===== src/rtl/tx_frame_timer.sv =====
// tx_frame_timer: transmit-side OFDM frame timing generator.
// Walks a (symbol, sample) position through each frame, one step per accepted
// sample, and decodes the framing markers from that registered position.
// Frames repeat until a stop request, with an optional idle gap between frames.
module tx_frame_timer #(
  parameter int N_symb  = 50,
  parameter int fftsize = 1024,
  parameter int cpsize  = 32,
  parameter int gap_len = 0,
  localparam int N_spfr = fftsize + cpsize,
  localparam int SYM_W  = (N_symb > 1) ? $clog2(N_symb) : 1,
  localparam int SAMP_W = $clog2(N_spfr)
) (
  input  logic              clk,
  input  logic              rst,
  input  logic              start,
  input  logic              stop,
  input  logic              iready,
  output logic              ovalid,
  output logic              osop,
  output logic              osos,
  output logic              ocp,
  output logic              oeop,
  output logic [SYM_W-1:0]  sym_idx,
  output logic [SAMP_W-1:0] samp_idx,
  output logic [15:0]       frame_cnt,
  output logic              busy
);

  localparam int GAP_W = (gap_len > 1) ? $clog2(gap_len) : 1;

  localparam logic [SAMP_W-1:0] SAMP_LAST = SAMP_W'(N_spfr - 1);
  localparam logic [SYM_W-1:0]  SYM_LAST  = SYM_W'(N_symb - 1);
  localparam logic [SAMP_W-1:0] CP_LEN    = SAMP_W'(cpsize);
  localparam logic [GAP_W-1:0]  GAP_LAST  = GAP_W'((gap_len > 0) ? gap_len - 1 : 0);

  typedef enum logic [1:0] {
    ST_IDLE = 2'd0,
    ST_RUN  = 2'd1,
    ST_GAP  = 2'd2
  } state_t;

  state_t              r_state;
  logic [SYM_W-1:0]    r_sym_idx;
  logic [SAMP_W-1:0]   r_samp_idx;
  logic [15:0]         r_frame_cnt;
  logic [GAP_W-1:0]    r_gap_cnt;
  logic                r_stop_pend;

  logic w_run;
  logic w_xfer;
  logic w_last_samp;
  logic w_last_sym;

  assign w_run       = (r_state == ST_RUN);
  assign w_xfer      = w_run && iready;
  assign w_last_samp = (r_samp_idx == SAMP_LAST);
  assign w_last_sym  = (r_sym_idx == SYM_LAST);

  // Frame state machine: position counters advance only on an accepted sample.
  // NOTE: sequential state uses non-blocking assignments so every register
  // samples the pre-edge values; a later assignment in the block overrides an
  // earlier one, which is how entry to IDLE wins over setting stop_pend.
  always_ff @(posedge clk) begin
    if (rst) begin
      r_state     <= ST_IDLE;
      r_sym_idx   <= '0;
      r_samp_idx  <= '0;
      r_frame_cnt <= '0;
      r_gap_cnt   <= '0;
      r_stop_pend <= 1'b0;
    end else begin
      case (r_state)
        ST_IDLE: begin
          // stop is not latched here; start wins when both are high.
          if (start) begin
            r_state     <= ST_RUN;
            r_sym_idx   <= '0;
            r_samp_idx  <= '0;
            r_stop_pend <= 1'b0;
          end
        end

        ST_RUN: begin
          if (stop) r_stop_pend <= 1'b1;
          if (w_xfer) begin
            if (w_last_samp) begin
              r_samp_idx <= '0;
              if (w_last_sym) begin
                // End of frame: the frame is only counted once fully sent.
                r_sym_idx   <= '0;
                r_frame_cnt <= r_frame_cnt + 16'd1;
                if (r_stop_pend || stop) begin
                  r_state     <= ST_IDLE;
                  r_stop_pend <= 1'b0;
                end else if (gap_len > 0) begin
                  r_state   <= ST_GAP;
                  r_gap_cnt <= '0;
                end
              end else begin
                r_sym_idx <= r_sym_idx + SYM_W'(1);
              end
            end else begin
              r_samp_idx <= r_samp_idx + SAMP_W'(1);
            end
          end
        end

        ST_GAP: begin
          // The gap is a fixed number of cycles regardless of backpressure.
          if (stop) r_stop_pend <= 1'b1;
          if (r_gap_cnt == GAP_LAST) begin
            r_gap_cnt <= '0;
            if (r_stop_pend || stop) begin
              r_state     <= ST_IDLE;
              r_stop_pend <= 1'b0;
            end else begin
              r_state <= ST_RUN;
            end
          end else begin
            r_gap_cnt <= r_gap_cnt + GAP_W'(1);
          end
        end

        default: r_state <= ST_IDLE;
      endcase
    end
  end

  // Outputs are pure decodes of registered state; markers are gated by ovalid.
  assign ovalid    = w_run;
  assign osos      = w_run && (r_samp_idx == '0);
  assign osop      = osos && (r_sym_idx == '0);
  assign ocp       = w_run && (r_samp_idx < CP_LEN);
  assign oeop      = w_run && w_last_samp && w_last_sym;
  assign sym_idx   = r_sym_idx;
  assign samp_idx  = r_samp_idx;
  assign frame_cnt = r_frame_cnt;
  assign busy      = (r_state != ST_IDLE);

endmodule


===== config.mk =====
export PLATFORM = sky130hd
export DESIGN_NAME = tx_frame_timer
export DESIGN_NICKNAME = d
export VERILOG_FILES = /design/src/rtl/tx_frame_timer.sv
export SDC_FILE = /design/constraint.sdc
export NUM_CORES = 1
export LEC_CHECK = 0
export ABC_AREA = 1
export CAP_MARGIN = 30
export CORE_ASPECT_RATIO = 1.4
export CORE_UTILIZATION = 52
export DETAILED_ROUTE_END_ITERATION = 6
export HOLD_SLACK_MARGIN = 0.05
export PLACE_DENSITY_LB_ADDON = 0.2
export SLEW_MARGIN = 30
export SYNTH_ARGS = -nofsm -noshare
export SYNTH_HDL_FRONTEND = slang
export SYNTH_SLANG_ARGS = --single-unit

===== constraint.sdc =====
create_clock -name clk -period 2.1 [get_ports clk]
set_clock_uncertainty 0.15 [all_clocks]
set_input_delay 0.21 -clock clk [delete_from_list [all_inputs] [get_ports clk]]
set_output_delay 0.21 -clock clk [all_outputs]
set_load 0.005 [all_outputs]

# After elaboration in Yosys (flattened, before gate mapping)
# Cells that the tools add are included.
# word_totals
wordCells	65
ff_bits	37
output_inout_bits	39
# classes
addsub	4
n_eq_ne	10
reduce_logical	18
magnitude_cmp	1
mux	26
# ops
operator	n
11-bit two-way mux	3
6-bit two-way mux	4
11-bit one-hot mux with 2 select lines	1
16-bit by 1-bit adder with 16-bit output, second input constant	1
2-bit two-way mux	6
6-bit one-hot mux with 2 select lines	1
11-bit by 1-bit adder with 11-bit output, second input constant	1
11-bit equality test, second input constant	1
11-bit logical NOT	1
11-bit by 6-bit < comparator with 1-bit output, second input constant	1
1-bit two-way mux	9
2-bit by 1-bit inequality test with 1-bit output, second input constant	4
4-bit AND reduction	2
6-bit by 1-bit adder with 6-bit output, second input constant	1
6-bit equality test, second input constant	1
1-bit logical AND	6
6-bit logical NOT	1
2-bit one-hot mux with 3 select lines	1
6-bit AND reduction	1
2-bit inequality test, second input constant	2
2-bit nonzero test	2
1-bit one-hot mux with 3 select lines	1
3-bit AND reduction	1
3-bit nonzero test	1
6 further kinds	6

# Longest topological paths before layout
# Gate-level depths: netlist of the first run.
# logic_depth
word_depth	6
mapped_depth	10
depth_no_buf	9

# Worst setup path after synthesis of the first run
# Ideal clock, no wire load.
# synth_path
path_type	reg2reg
start	reg r_samp_idx[0] (netlist: samp_idx[0])
end	reg r_frame_cnt[10] (netlist: frame_cnt[10])
path_slack_ns	0.382
period_less_slack_ns	1.718
stages_incl_launch_ff	8
t_arrival_ns	1.426
cell_sequence	dfxtp_1 -> ha_1 -> nand3_2 -> nor2_2 -> nand4_4 -> clkbuf_1 -> nand2_1 -> a21oi_2
# synth_between
elab_chain_cells	2
# synth_lines
item	line_no	source
start, declared	45	logic [SAMP_W-1:0] r_samp_idx;
start signal, assigned	104	r_samp_idx <= r_samp_idx + SAMP_W'(1);
11-bit equality test	57	assign w_last_samp = (r_samp_idx == SAMP_LAST);
4-bit AND reduction (no line)	n/a	
end signal, assigned	92	r_frame_cnt <= r_frame_cnt + 16'd1;
end, declared	46	logic [15:0] r_frame_cnt;
# Every way passes these cells.
# A chain may end at the register's enable or synchronous reset.

# Worst setup path after layout of the first run
# layout_path
start	reg r_sym_idx[1] (netlist: sym_idx[1])
end	out oeop
# layout_between
elab_chain_cells	2
# layout_lines
item	line_no	source
start, declared	44	logic [SYM_W-1:0] r_sym_idx;
start signal, assigned	101	r_sym_idx <= r_sym_idx + SYM_W'(1);
6-bit equality test	58	assign w_last_sym = (r_sym_idx == SYM_LAST);
1-bit logical AND	135	assign oeop = w_run && w_last_samp && w_last_sym;
end, declared	23	output logic oeop,
# Every way passes these cells.

==> summary.md, run 1 <==
| Metric | Value |
|---|---|
| Max H-tree Level | 2 |
| Post-Synth Simple-Gate Area | 43.5% |
| Worst Hold Depth | 2 |
| Flops & latches, synth | 35 |
| Total wire length | 5.62 mm |
| Max rail drop VDD | 355 uV |
| # diodes | 0 |
| Mapped Avg Cell Area | 6.51 sq um |
| Starting Density | 55.4% |
| Leak | 1.06 nW |
| Post-cts hold buffer count | 0 |
| Status | finished with violations |
| Full die area | 0.00455 sq mm |
| Vias in the first global route | 2161 |
| Largest family of logic cells by synthesized area | simple AND/OR/NAND/NOR gates |
| Drt first pass iters | 7 |
| Commonest non-fill, non-tap cell in the layout | nand2_1 |
| DRC viols | 3 |
| Fmax | 0.500 GHz |
| Crit Path Max Fanout | 4 |
| Endpoints failing hold | 0 |
| Worst setup path class | reg2out |
| Sink Count | 35 |
| Final cell count without fillers | 445 |
| Mapped cell area | 0.00223 sq mm |
| WL/cell | 12.6 um |
| Final setup fails | 0 |
| Register area | 701 sq um |
| Detailed placer's ending HPWL | 4.09 mm |
| GRT Total Usage | 26.9% |
| Worst min-delay path class | reg2reg |
| Reg2reg end | sym_idx[5]$_SDFFE_PP0P_ |
| Die Y | 79.4 um |
| Hold Path Origin | r_stop_pend$_SDFFE_PP0P_ |
| Hold slack | 0.318 ns |
| Die extent in x | 57.3 um |
| Largest net degree at the start of global routing | 26 |
| Setup TNS | 0 ns |
| Failing checks | design-rule violations |
| Synth warn | 0 |
| GR Layer Usage met1 | 30.6% |
| Max cap viols | 0 |
| Hold Path End | r_stop_pend$_SDFFE_PP0P_ |
| Req. time, crit path | 1.74 ns |
| CTS tree | built |
| Met3 global-route usage | 5.02% |
| # IOs | 44 |
| CTS clk-pin slew, worst paths | 0.08 ns |
| Multiplexer area fraction after synthesis | 0% |
| Worst R2R Start | samp_idx[1]$_SDFFE_PP0P_ |
| Worst Tran Pin Value | 0.399 ns |
| CTS Buffer Depth | 2 |
| Most frequent cells in the layout | nand2_1, clkdlybuf4s50_1, nor2_1, dfxtp_1, nand3_1 |
| Register-to-Register Setup Slack | 0.26 ns |
| Placer congestion estimate | 0.895 |
| Pwr Density | 445 mW/mm^2 |
| Fin crit share | 95.3% |
| Via-to-Cell Ratio | 5.47 |
| GRT Max-Usage Layer | met2 |
| Layout cells sized above 1 | 15.2% |
| DR vias | 2436 |
| Area of the core | 0.00402 sq mm |
| Distinct cells, synth | 30 |
| DR iter-0 viols | 127 |
| Total grt overflow | 0 |
| CTS Root Cell | clkbuf_8 |
| Fillers | 358 |
| First-pass GRT wire length | 9.52 mm |
| Post-synthesis adder-cell area fraction | 3.37% |
| Min Tclk post-route | 2.00 ns |
| Inst Count DP | 436 |
| Initial antenna violation count | 0 |
| Post-Synth XOR/XNOR Area | 3.15% |
| Antenna Nets Post-Route | 0 |
| Input/output buffers | 43 |
| Worst-Skew Late Latency | 0.29 ns |
| Critical Path Start Type | flop |
| Final Max Slew Viols | 0 |
| Row count | 27 |
| Final nets | 412 |
| Syn_nets | 353 |
| Grt met2 use | 46.6% |
| Worst Reg-to-Reg Cells | 9 |
| Critical Path End Type | primary output |
| Critical path arrival | 1.64 ns |
| Multi-input logic area | 0.00138 sq mm |
| Sequential area share after synthesis | 31.5% |
| Compound-Gate Fraction of Synth Area | 11.1% |
| Area Overhead vs Synth | 29.6% |
| Total CTS buffers | 5 |
| RSZ-0062 raised after global routing | no |
| Worst slew margin | 73.2% |
| Post-Syn Instances | 342 |
-- repair_timing --
action,CTS,global route
setup endpoints to repair,3,2
gates cloned,0,0
buffers inserted,1,0
pin swaps,3,1
gates resized for setup,5,1
-- flip-flops by register name, summed over array words and instances (netlist names) --
| signal | cells |
|---|---|
| sym_idx | 6 |
| r_state | 1 |
| r_stop_pend | 1 |
| samp_idx | 11 |
| frame_cnt | 16 |
-- Yosys cell counts (all sizes together) --
cell	n	area [sq um]
a21oi	32	198
xnor2	2	17.5
buf	4	37.5
nand4	13	96.3
nand2	118	470
xor2	6	52.6
nor3b	2	15.0
o21bai	2	15.0
or2	2	15.0
nor4	1	6.26
nand3	32	170
dfxtp	35	701
inv	27	101
clkinv	1	5.00
nor3	5	25.0
clkbuf	5	20.0
o21ai	7	35.0
nor2	42	170
ha	6	75.1
-- how the worst max path moves through the flow --
| stage | slack, ns | from | end | depth (start not counted) |
|---|---|---|---|---|
| final | 0.1 | sym_idx[1]$_SDFFE_PP0P_ | oeop | 7 |
| after global routing | 0.004 | samp_idx[0]$_SDFFE_PP0P_ | osos | 5 |
| after CTS | 0.04 | samp_idx[0]$_SDFFE_PP0P_ | osos | 5 |
| after detailed placement | 0.12 | sym_idx[1]$_SDFFE_PP0P_ | oeop | 7 |
| after global placement | 0.14 | samp_idx[0]$_SDFFE_PP0P_ | osop | 6 |
| after floorplan | 0.38 | samp_idx[0]$_SDFFE_PP0P_ | frame_cnt[10]$_SDFFE_PP0P_ | 7 |
-- where the power goes --
group	switching [W]	leakage (nW)	internal (W)	total, W
sequential	0.00000438	0.283	0.000670	0.000675
combinational	0.0000709	0.731	0.0000569	0.000128
clock	0.000253	0.0477	0.000227	0.000480
-- critical path, stage by stage (launching register included) --
cell and delay, ns:
dfxtp_1 0.32, inv_1 0.08, ha_1 0.15, nand3_1 0.12, nor2_4 0.11, inv_1 0.09, nor4_2 0.22, dlygate4sd2_1 0.26
-- metrics by stage --
stage | utilization (%) | worst slack (ns) | instance area (sq um) | power, W
5_1_grt | 71.8 | 0.00381 | 2890 | 0.00133
6_report | 71.8 | 0.0994 | 2890 | 0.00128
2_1_floorplan | - | 0.382 | 2230 | 0.000757
3_3_place_gp | 69.2 | 0.138 | 2780 | 0.000817
3_5_place_dp | 69.2 | 0.116 | 2780 | 0.000816
4_1_cts | 71.6 | 0.0384 | 2880 | 0.00130
-- layer usage --
layer	vias to the layer above	part of all wire, %
li1	1232	-
met1	1080	41
met2	106	50
met3	18	5.9
met4	0	2.9
met5	-	0
-- logic make-up (layout without fill, tap and decap cells) --
family	Yosys count	after routing
adder cells (fa/ha/maj)	6	6
AO/OA/AOI/OAI	41	41
XOR/XNOR	8	8
AND/OR/NAND/NOR	215	215
buffers and inverters	37	97
flip-flops	35	35
-- area by class of cell --
cell class / instances / area share (%)
well taps: 43 / 1.86
clock inverters: 3 / 0.520
multi-input cells: 270 / 47.7
inverters: 28 / 3.69
clock buffers: 5 / 2.39
flip-flops and latches: 35 / 24.3
repair buffers: 61 / 19.5
(Power assumes the default switching activity.)
==> inputs of run 2 (changes only) <==
--- a/config.mk
+++ b/config.mk
@@ -9,9 +9,11 @@
 export CAP_MARGIN = 30
 export CORE_ASPECT_RATIO = 1.4
 export CORE_UTILIZATION = 52
+export CTS_CLUSTER_DIAMETER = 60
 export DETAILED_ROUTE_END_ITERATION = 6
 export HOLD_SLACK_MARGIN = 0.05
 export PLACE_DENSITY_LB_ADDON = 0.2
+export SKIP_CTS_REPAIR_TIMING = 1
 export SLEW_MARGIN = 30
 export SYNTH_ARGS = -nofsm -noshare
 export SYNTH_HDL_FRONTEND = slang
==> run 2 against run 1 <==
The flow still finishes with violations (design-rule violations). Clock power about the same. Global-route usage down 0.10 points. Sequential cell count unchanged. Die area unchanged. Worst hold slack about the same. Sequential share of layout area about the same. First-iteration DRC count down 4.7%. Fmax up 7.7%. Critical path depth unchanged.
==> summary.md, run 2 (synthesis results as in run 1) <==
| Metric | Value |
|---|---|
| Fin crit share | 88.4% (was 95.3%) |
| Worst setup path class | reg2out (unchanged) |
| Fin worst setup slack | 0.243 ns (was 0.0994 ns) |
| Starting Density | 55.4% (unchanged) |
| CTS Root Cell | clkbuf_8 (unchanged) |
| Worst-Skew Late Latency | 0.29 ns (about the same) |
| Pwr Total | 0.00129 W (was 0.00128 W) |
| Min Tclk post-route | 1.86 ns (was 2.00 ns) |
| CTS tree | built (unchanged) |
| # diodes | 0 (unchanged) |
| Max H-tree Level | 2 (unchanged) |
| Setup TNS | 0 ns (unchanged) |
| Largest net degree at the start of global routing | 26 (unchanged) |
| Area of the core | 0.00402 sq mm (unchanged) |
| Req. time, crit path | 1.74 ns (about the same) |
| Capture point of the worst path | oeop (unchanged) |
| Number of flip-flops in the largest register | 16 (unchanged) |
| Setup WS pre-CTS | 0.116 ns (unchanged) |
| Worst slew margin | 72.7% (was 73.2%) |
| Drt first pass iters | 7 (unchanged) |
| Register-to-Register Setup Slack | 0.26 ns (about the same) |
| Vias in the first global route | 2158 (was 2161) |
| RSZ-0062 raised after global routing | no (unchanged) |
| Status | finished with violations (unchanged) |
| Pwr Density | 445 mW/mm^2 (about the same) |
| Initial antenna violation count | 0 (unchanged) |
| Worst Tran Pin Value | 0.407 ns (was 0.399 ns) |
| Final setup fails | 0 (unchanged) |
| Critical Path Start | sym_idx[1]$_SDFFE_PP0P_ (unchanged) |
| Leak | 1.10 nW (was 1.06 nW) |
| WL/cell | 12.6 um (about the same) |
| CTS clk-pin slew, worst paths | 0.08 ns (about the same) |
| Fmax | 0.538 GHz (was 0.500 GHz) |
| Critical path arrival | 1.50 ns (was 1.64 ns) |
| Final cell count without fillers | 444 (was 445) |
| Critical Path End Type | primary output (unchanged) |
| DR iter-0 viols | 121 (was 127) |
| Die extent in x | 57.3 um (unchanged) |
| Final nets | 411 (was 412) |
| Worst R2R Start | samp_idx[1]$_SDFFE_PP0P_ (unchanged) |
| Commonest non-fill, non-tap cell in the layout | nand2_1 (unchanged) |
| DR vias | 2434 (was 2436) |
| Total CTS buffers | 5 (unchanged) |
| Full die area | 0.00455 sq mm (unchanged) |
| Total grt overflow | 0 (unchanged) |
| First-pass GRT wire length | 9.48 mm (was 9.52 mm) |
| Critical Path Start Type | flop (unchanged) |
| Antenna Nets Post-Route | 0 (unchanged) |
| Sink Count | 35 (unchanged) |
| Failing checks | design-rule violations (unchanged) |
| Die Y | 79.4 um (unchanged) |
| Max cap viols | 0 (unchanged) |
| Input/output buffers | 43 (unchanged) |
| Max rail drop VDD | 356 uV (was 355 uV) |
| Detailed placer's ending HPWL | 4.09 mm (unchanged) |
| Final Max Slew Viols | 0 (unchanged) |
| Area Overhead vs Synth | 29.8% (was 29.6%) |
| Inst Count DP | 436 (unchanged) |
| DRC viols | 3 (unchanged) |
| Crit Path Max Fanout | 4 (unchanged) |
| Via-to-Cell Ratio | 5.48 (was 5.47) |
| Worst Reg-to-Reg Cells | 9 (unchanged) |
| Endpoints failing hold | 0 (unchanged) |
| # IOs | 44 (unchanged) |
| Placer congestion estimate | 0.895 (unchanged) |
| Layout cells sized above 1 | 15.2% (about the same) |
| Worst min-delay path class | reg2reg (unchanged) |
| CTS Buffer Depth | 2 (unchanged) |
| Reg2reg end | sym_idx[5]$_SDFFE_PP0P_ (unchanged) |
| Most frequent cells in the layout | nand2_1, clkdlybuf4s50_1, nor2_1, dfxtp_1, nand3_1 (unchanged) |
| Row count | 27 (unchanged) |
| Total wire length | 5.61 mm (was 5.62 mm) |
| GRT Total Usage | 26.8% (was 26.9%) |
run 2: cell count changes in the layout (fill, tap and decap cells not counted):
| cell | delta |
|---|---|
| buf_4 | -1 |
| clkdlybuf4s50_1 | -1 |
| dfxtp_1 | -1 |
| dfxtp_2 | +1 |
| dlygate4sd2_1 | -2 |
| dlymetal6s2s_1 | +3 |
run 2: power breakdown:
| group | internal (W) | leakage (nW) | switching (W) |
|---|---|---|---|
| Clock | 0.000227 | 0.0477 | 0.000256 |
| Sequential | 0.000671 | 0.283 | 0.00000431 |
| Combinational | 0.0000570 | 0.768 | 0.0000712 |
| Total | 0.000955 | 1.10 | 0.000332 |
run 2: cell type report:
class                           count  area, sq um
Multi-Input combinational cell    270         1380
Fill cell                         361         1130
Clock buffer                        5         68.8
Tap cell                           43         53.8
Inverter                           28          106
Sequential cell                    35          702
Clock inverter                      3         15.0
Timing Repair Buffer               60          566
run 2: how the worst min path moves through the flow:
stage                                   from                        to  slack [ns]  depth (start not counted)
finish              r_stop_pend$_SDFFE_PP0P_  r_stop_pend$_SDFFE_PP0P_        0.32                          2
CTS                 r_stop_pend$_SDFFE_PP0P_  r_stop_pend$_SDFFE_PP0P_        0.32                          2
global placement    r_stop_pend$_SDFFE_PP0P_  r_stop_pend$_SDFFE_PP0P_        0.30                          2
detailed placement  r_stop_pend$_SDFFE_PP0P_  r_stop_pend$_SDFFE_PP0P_        0.31                          2
global route        r_stop_pend$_SDFFE_PP0P_  r_stop_pend$_SDFFE_PP0P_        0.36                          2
floorplan                              start  r_stop_pend$_SDFFE_PP0P_        0.24                          3
run 2: routing by layer:
layer	global-route usage (%)	wire length (um)	vias to the layer above
met2	46.5	2820	91
li1	-	-	1228
met1	30.4	2320	1095
met4	14.9	180	0
met3	5.02	287	20
met5	0	0	-
run 2: critical path, stage by stage, from the launching register on:
cell and delay, ns:
dfxtp_1 0.32, inv_1 0.08, ha_1 0.15, nand3_1 0.12, nor2_4 0.16, inv_1 0.11, nor4_2 0.12, dlymetal6s2s_1 0.15
run 2: stage by stage:
stage               hold slack, ns  cell area, sq um  utilization (%)
floorplan                    0.236              2230                -
global placement             0.304              2780             69.2
detailed placement           0.311              2780             69.2
CTS                          0.323              2860             71.2
global route                 0.363              2890             71.9
finish                       0.318              2890             71.9
